--- config.mk ---
export PLATFORM = sky130hd
export DESIGN_NAME = sim_ctrl_ahbl
export DESIGN_NICKNAME = d
export VERILOG_FILES = /design/src/rtl/sim_ctrl_ahbl.sv
export SDC_FILE = /design/constraint.sdc
export NUM_CORES = 1
export LEC_CHECK = 0
export ABC_AREA = 0
export CORE_ASPECT_RATIO = 0.5
export CORE_MARGIN = 2
export CORE_UTILIZATION = 45
export DETAILED_ROUTE_END_ITERATION = 16
export PLACE_DENSITY = 0.7
export SYNTH_ARGS = -nofsm -noshare
export SYNTH_HDL_FRONTEND = slang
export SYNTH_SLANG_ARGS = --single-unit
--- constraint.sdc ---
create_clock -name clk -period 2.6 [get_ports clk]
set_input_delay 0.52 -clock clk [delete_from_list [all_inputs] [get_ports clk]]
set_output_delay 0.52 -clock clk [all_outputs]
set_load 0.05 [all_outputs]
--- src/rtl/sim_ctrl_ahbl.sv ---
// Simulation-control AHB-Lite slave: PASS/FAIL/character writes into a character FIFO,
// a status read-back word, and a retire-based watchdog that flags a hung CPU.
module sim_ctrl_ahbl #(
  parameter logic [31:0] CTRL_ADDR   = 32'h6000FFF8,
  parameter int          FIFO_DEPTH  = 8,
  parameter int          WDOG_WINDOW = 5000
) (
  input  logic        clk,
  input  logic        rst,
  input  logic        hsel,
  input  logic [31:0] haddr,
  input  logic [1:0]  htrans,
  input  logic        hwrite,
  input  logic [31:0] hwdata,
  input  logic        hready,
  output logic        hreadyout,
  output logic [1:0]  hresp,
  output logic [31:0] hrdata,
  input  logic        retire,
  output logic        char_vld,
  output logic [7:0]  char_data,
  input  logic        char_rdy,
  output logic        done,
  output logic        pass,
  output logic        fail,
  output logic        timeout
);

  localparam int          AW  = $clog2(FIFO_DEPTH);
  localparam logic [31:0] WIN = 32'(WDOG_WINDOW);

  logic          acc, pend_wr, pend_rd;
  logic [7:0]    mem [FIFO_DEPTH];
  logic [AW:0]   wptr, rptr;
  logic          fifo_full, fifo_empty, push, pop;
  logic          is_pass, is_fail, wr_live, char_wr;
  logic          set_pass, set_fail, set_to, wdog_edge;
  logic [31:0]   cyc_cnt, ret_cnt;
  logic          unused;

  assign unused = htrans[0];

  assign acc = hsel && hready && htrans[1] && (haddr == CTRL_ADDR);

  assign fifo_empty = (wptr == rptr);
  assign fifo_full  = (wptr[AW] != rptr[AW]) && (wptr[AW-1:0] == rptr[AW-1:0]);
  assign pop        = !fifo_empty && char_rdy;

  assign is_pass = (hwdata == 32'h00000FFF) || (hwdata == 32'hFFFF0000);
  assign is_fail = (hwdata == 32'h00000EEE) || (hwdata == 32'hEEEE0000);
  assign wr_live = pend_wr && !done;
  assign char_wr = wr_live && !is_pass && !is_fail;

  // A pop in the same cycle frees the slot, so a full FIFO only stalls without one.
  assign push      = char_wr && (!fifo_full || pop);
  assign hreadyout = !(char_wr && fifo_full && !pop);
  assign hresp     = 2'b00;
  assign hrdata    = pend_rd ? {27'b0, fifo_full, fifo_empty, timeout, fail, pass} : 32'b0;

  assign char_vld  = !fifo_empty;
  assign char_data = fifo_empty ? 8'h00 : mem[rptr[AW-1:0]];

  assign set_pass  = wr_live && is_pass;
  assign set_fail  = wr_live && is_fail;
  assign wdog_edge = (cyc_cnt == WIN);
  assign set_to    = !done && wdog_edge && (ret_cnt == 32'b0);

  // The pending flags only advance when our own data phase completes.
  always_ff @(posedge clk or posedge rst) begin
    if (rst) begin
      pend_wr <= 1'b0;
      pend_rd <= 1'b0;
    end else if (hreadyout) begin
      pend_wr <= acc && hwrite;
      pend_rd <= acc && !hwrite;
    end
  end

  always_ff @(posedge clk or posedge rst) begin
    if (rst) begin
      wptr <= '0;
      rptr <= '0;
    end else begin
      if (push) wptr <= wptr + 1'b1;
      if (pop)  rptr <= rptr + 1'b1;
    end
  end

  always_ff @(posedge clk) begin
    if (push) mem[wptr[AW-1:0]] <= hwdata[7:0];
  end

  // A retire in the boundary cycle seeds the next window's count.
  always_ff @(posedge clk or posedge rst) begin
    if (rst) begin
      cyc_cnt <= 32'd1;
      ret_cnt <= 32'd0;
    end else if (!done) begin
      cyc_cnt <= wdog_edge ? 32'd1 : cyc_cnt + 32'd1;
      if (wdog_edge)
        ret_cnt <= {31'b0, retire};
      else if (retire && ret_cnt != 32'hFFFFFFFF)
        ret_cnt <= ret_cnt + 32'd1;
    end
  end

  always_ff @(posedge clk or posedge rst) begin
    if (rst) begin
      pass    <= 1'b0;
      fail    <= 1'b0;
      timeout <= 1'b0;
      done    <= 1'b0;
    end else begin
      pass    <= pass    | set_pass;
      fail    <= fail    | set_fail;
      timeout <= timeout | set_to;
      done    <= done    | set_pass | set_fail | set_to;
    end
  end

endmodule

# After elaboration in Yosys (flattened, before gate mapping)
# Memories as Yosys holds them, arrays and structs flattened.
# Cells that the tools add are included.
# Widths: inputs -> output; s select.
[totals]
n_memories = 1
out_inout_bits = 48
wordCells = 71
mem_bits_rw = 64
ff_bits = 78
[op_classes]
muxes = 7
eq_ne = 10
n_reduce_logical = 32
n_bitwise = 7
addsub = 4
[mem_list]
columns = ["name", "words", "word_bits", "read_ports", "rd_ports_with_merged_regs", "write_ports", "line_no", "rtl"]
rows = [
  ["mem", 8, 8, 1, 0, 1, "33", "logic [7:0] mem [FIFO_DEPTH];"],
]
[ops]
columns = ["op", "n"]
rows = [
  ["$mux 32", 3],
  ["$add 32x1->32 const B", 2],
  ["$eq 32x12->1 const B", 2],
  ["$eq 32x32->1 const B", 2],
  ["$eq 32x13->1 const B", 1],
  ["$eq 32x31->1 const B", 1],
  ["$logic_not 32->1", 1],
  ["$ne 32x32->1 const B", 1],
  ["$logic_and 1x1->1", 18],
  ["$add 4x1->4 const B", 2],
  ["$logic_not 1->1", 8],
  ["$mux 8", 1],
  ["$or 1x1->1", 6],
  ["$mux 5", 1],
  ["$eq 4x4->1", 1],
  ["$eq 3x3->1", 1],
  ["$logic_or 1x1->1", 3],
  ["$mux 1", 2],
  ["$reduce_and 2->1", 1],
  ["$reduce_bool 2->1", 1],
  ["$ne 1x1->1", 1],
  ["$not 1->1", 1],
]

# Depth between registers and ports, before layout
[logic_depth]
depth_word = 8
ltp_mapped = 10
mapped_depth_nobuf = 8

# Worst setup path before layout
# OpenSTA, ideal clock, no wires.
[synth_timing]
path_kind = "register to register"
startpoint = "reg done"
endpoint = "mem mem[6][0] (enable)"
stages_incl_launch_ff = 6
synth_period_minus_slack_ps = 2673
arrival_ps = 2288
path_slack_ps = -73
path_buffers = 0
cell_sequence = "dfrtp_1 > nor2_1 > o31ai_1 > nand3b_2 > or2_2 > nor3b_1"
[synth_via]
elab_chain_len = 7
[synth_rtl]
columns = ["item", "line_no", "rtl"]
rows = [
  ["start, declared", "23", "output logic done,"],
  ["start signal, assigned", "117", "done <= done | set_pass | set_fail | set_to;"],
  ["$logic_not 1->1", "-", ""],
  ["$logic_and 1x1->1", "51", "assign wr_live = pend_wr && !done;"],
  ["$logic_and 1x1->1 (2 in a row)", "52", "assign char_wr = wr_live && !is_pass && !is_fail;"],
  ["$logic_and 1x1->1", "55", "assign push = char_wr && (!fifo_full || pop);"],
  ["$mux 1", "90", "if (push) mem[wptr[AW-1:0]] <= hwdata[7:0];"],
  ["$mux 1 (not written as such)", "90", ""],
  ["end, declared", "33", ""],
]
# Every way passes these cells.

# Worst setup path after layout
[layout_timing]
startpoint = "in hwdata[22]"
endpoint = "out hreadyout"
[layout_via]
elab_chain_len = 8
[layout_rtl]
columns = ["item", "line_no", "rtl"]
rows = [
  ["start, declared", "14", "input logic [31:0] hwdata,"],
  ["$eq 32x12->1 or $eq 32x32->1 (tied branches)", "49", "assign is_pass = (hwdata == 32'h00000FFF) || (hwdata == 32'hFFFF0000);"],
  ["$logic_or 1x1->1", "49", ""],
  ["$logic_not 1->1", "52", ""],
  ["$logic_and 1x1->1", "52", ""],
  ["$logic_and 1x1->1 *", "52", ""],
  ["$logic_and 1x1->1 * (2 in a row)", "56", "assign hreadyout = !(char_wr && fifo_full && !pop);"],
  ["$logic_not 1->1 *", "56", ""],
  ["end, declared", "16", "output logic hreadyout,"],
]
# Mark *: on every way between the ends. The rest lies on a longest branch, timed or not.

==> metrics.log <==
[metrics] share of the yosys chip area belonging to registers: 54.48%
[metrics] final HPWL from detailed placement: about 11000 um
[metrics] Required @ worst endpoint: around 2100 ps
[metrics] library cell contributing the largest single delay on the critical path: or4_4
[metrics] routability-driven placement congestion ratio: 0.8497
[metrics] largest family of logic cells by synthesized area: simple AND/OR/NAND/NOR gates
[metrics] R2R Path End: mem[5][6]$_DFFE_PP_
[metrics] most used cells in the layout excluding fill and tap cells: dfrtp_1 (76), edfxtp_1 (64), nor2_1 (61), clkdlybuf4s50_1 (58), buf_4 (50)
[metrics] Clk Latency, worst-skew pair: 410 ps
[metrics] Mapped Cells: just over 600
[metrics] top_reg_cell synth: dfrtp_1
[metrics] cell type contributing the most total cell area after synthesis: dfrtp_1
[metrics] highest ir drop seen on vdd: between 0.0005 and 0.0006 V
[metrics] area of placed instances: 8489 um^2
[metrics] Critical Path Max Stage Delay: between 500 and 600 ps
[metrics] commonest non-fill, non-tap cell in the layout: dfrtp_1
[metrics] detailed-routing iteration count for the pre-antenna-repair pass: 5
[metrics] Vert. Die Dim: approximately 93 um
[metrics] number of flops mapped to enable cells by yosys: 64
[metrics] area of the core region: ~15000 um^2
[metrics] maximum clock skew at final layout: between 7 and 8 ps
[metrics] total die area: between 15000 and 20000 um^2
[metrics] Avg WL per Cell: about 17 um
[metrics] post-synthesis simple-gate area fraction: between 20% and 30%
[metrics] CP Class: primary input to output pin
[metrics] fraction of final layout cells sized beyond drive strength 1: slightly above 20%
[metrics] total via count after detailed routing: about 5.3k
[metrics] 1st-iter DRT viols: 226
[metrics] starting utilization of the core area: approximately 46%
[metrics] FILL cells: roughly 1.2k
[metrics] Inserted Clock Buffers: 17
[metrics] top-level port count: 121
[metrics] min cycle time layout: between 2000 and 3000 ps
[metrics] unrepaired setup endpoints after global routing: true
[metrics] mean area per synthesized cell: between 10 and 15 um^2
[metrics] antenna violations before repair: 0
[metrics] Crit path top cell by count: or4_4
[metrics] DRT Wirelength: around 16000 um
[metrics] deepest clock path buffer count: 2
[metrics] Avg Vias per Cell: ~5.4
[metrics] Cell variety after synth: 60
[metrics] # rows: 32
[metrics] cell types occupying the most area after synthesis: dfrtp_1 (27%), edfxtp_1 (27%), mux4_2 (5.1%)
[metrics] pin count of the biggest net entering global routing: 33
[metrics] clock transition at the registers of the reported paths: 60 ps
[metrics] layout overhead on the synthesized area: 30.50%
[metrics] Final period util: 105.6%
[metrics] Max transition margin: approximately 52%
[metrics] total number of clock tree sinks: 142
[metrics] adder-cell area share of the yosys netlist: roughly 1.1%
[metrics] highest clock rate: roughly 360 MHz
[metrics] complex-gate fraction of the synthesized area: approximately 4.5%
[metrics] global-route wire length before repair: about 26000 um
[metrics] number of synthesized register bits: between 100 and 150
[metrics] violated checks: setup timing
[metrics] status: finished with violations
[metrics] reported max-cap violation count: 0
[metrics] via count of the first global-routing pass: 5261
[metrics] GRT Resource Usage Total: just under 20%
[metrics] type of element capturing the critical path: output pin
[metrics] CP Launch Type: primary input
[metrics] count of buffers from port buffering: 90
[metrics] design area: approximately 9300 um^2
[metrics] clock root buffer master: clkbuf_16
[metrics] pins over their slew limit: 0
[metrics] Data arrival, critical path: roughly 2200 ps
[metrics] portion of synthesized cell area occupied by the leading cell type: a little over a quarter
[metrics] multiplexer fraction of the synthesized cell area: under 10%
[metrics] horizontal die dimension: 181.8 um
[metrics] post-synthesis instance area: 7113 um^2
[metrics] Setup-failing EPs final: 1
[metrics] total overflow reported by the global router: 0
[metrics] number of diodes added for antenna fixing: 0
[metrics] cell-by-cell listing of the critical path: buf_6, or4_4, or4_4, a211oi_4, nor2_2, nand4b_4, buf_12
[metrics] H-tree lvl count: 4
[metrics] length in cells of the worst reg-to-reg path: 7
[metrics] crit path max fanout: 2
[metrics] remaining antenna violation count after routing: 0
[metrics] final net count: 839
[metrics] DRC: 0
[metrics] slew at the pin with the worst max-slew slack: 713.0 ps
[metrics] TritonCTS clock tree: done
[metrics] number of buffers inserted by hold repair at cts: 0
[metrics] total number of yosys warnings: 0
[metrics] final setup slack of the worst path: -146.8 ps
[metrics] ys async rst share: roughly 55%
[metrics] leakage power: between 3 and 4 nW
[metrics] worst hold-check path type: primary input to asynchronous set/reset pin
[metrics] beginning of the worst register-to-register path: rptr[0]$_DFFE_PP0P_
[metrics] Register-to-Register Setup Slack: 230 ps
[metrics] power density over cell area: just over 700 nW/um^2
[metrics] Power, Total: between 0.006 and 0.007 W
[metrics] area share of xor/xnor cells in the synthesized design: a little under 7%
[metrics] final hold violation count: 0
==> kinds of logic after synthesis <==
logic type / count (synthesis)
other cells: 1
flops: 142
xor+xnor: 56
simple gates: 269
mux: 28
buf+inv: 67
fa+ha+maj: 6
compound gates: 49
==> flip-flops by register name (all words and copies together) (netlist names), 4 cells and up <==
register and count:
wptr 4, rptr 4, ret_cnt 32, cyc_cnt 32
mem 64
==> cell usage after synthesis (4+ instances only) <==
cell type,instances
dfrtp_1,77
edfxtp_1,64
nor2_1,62
nand2_1,40
xnor2_1,38
buf_4,29
nand3_1,29
nor4_1,24
nand4_1,23
inv_1,18
xor2_1,18
o21ai_0,17
mux4_2,16
nor3_1,14
and3_1,9
clkbuf_1,9
mux2i_1,9
and2_1,8
or4_1,8
buf_2,7
nor4b_1,7
or3_1,7
ha_1,6
o31ai_1,6
a21o_1,5
a21oi_1,5
nor2b_1,5
nor3b_1,5
a31oi_1,4
nand2b_1,4
==> timing repair <==
action                                 CTS  global route
setup endpoints to repair               50            33
pin swaps                               12             0
endpoints found under the hold margin    0             0
cloned                                   0             2
buffers inserted                         5             1
gates resized for setup                 56            12
==> routing by layer <==
layer | global-route usage [%] | vias up | share of wire [%]
li1 | - | 2501 | -
met4 | 6.233 | 0 | 2.1
met3 | 5.151 | 24 | 3.8
met5 | 0 | - | 0
met2 | 34.13 | 125 | 49
met1 | 24.62 | 2623 | 45
==> worst max-delay path by stage <==
| stage | from | to | depth (start not counted) |
|---|---|---|---|
| 2_1_floorplan | done$_DFF_PP0_ | mem[2][0]$_DFFE_PP_ | 4 |
| 3_3_place_gp | hwdata[5] | mem[4][7]$_DFFE_PP_ | 8 |
| 3_5_place_dp | hwdata[5] | hreadyout | 9 |
| 4_1_cts | hwdata[22] | hreadyout | 7 |
| 5_1_grt | hwdata[23] | hreadyout | 7 |
| 6_report | hwdata[22] | hreadyout | 7 |
==> final cells by class <==
cell class / instances / area (um^2) / share of cell area (%)
timing repair buffer: 144 / 1394 / 15.02
inverter: 18 / 68.82 / 0.7413
clock buffer: 18 / 429.2 / 4.623
multi-input combinational: 437 / 3104 / 33.44
tap: 204 / 255.2 / 2.750
clock inverter: 14 / 155.1 / 1.671
sequential: 142 / 3876 / 41.76
==> power breakdown <==
group	switching, W	internal [W]	total [W]
Sequential	0.0000592	0.00239	0.00245
Clock	0.000980	0.00143	0.00241
Combinational	0.00101	0.000783	0.00179
Total	0.00205	0.00460	0.00665
==> through the flow <==
stage	setup slack [ps]	instances	utilization, %	TNS (ps)	hold WS [ps]
after global routing	-220.3	977	60.22	-315.5	496.1
after global placement	-557.4	937	55.07	-29380	460.9
after detailed placement	-655.5	937	55.07	-34370	467.2
after floorplan	-47.83	646	-	-775.2	437.1
after CTS	-114.1	974	59.46	-114.1	467.2
final	-146.8	977	60.22	-146.8	463.4
==> worst max-delay path: cells and delay by family <==
kind / cells / cell delay [ps]
compound gates: 1 / 190
simple gates: 4 / 1280
buf+inv: 2 / 230
Note: power is estimated with default switching activity, not from simulation.
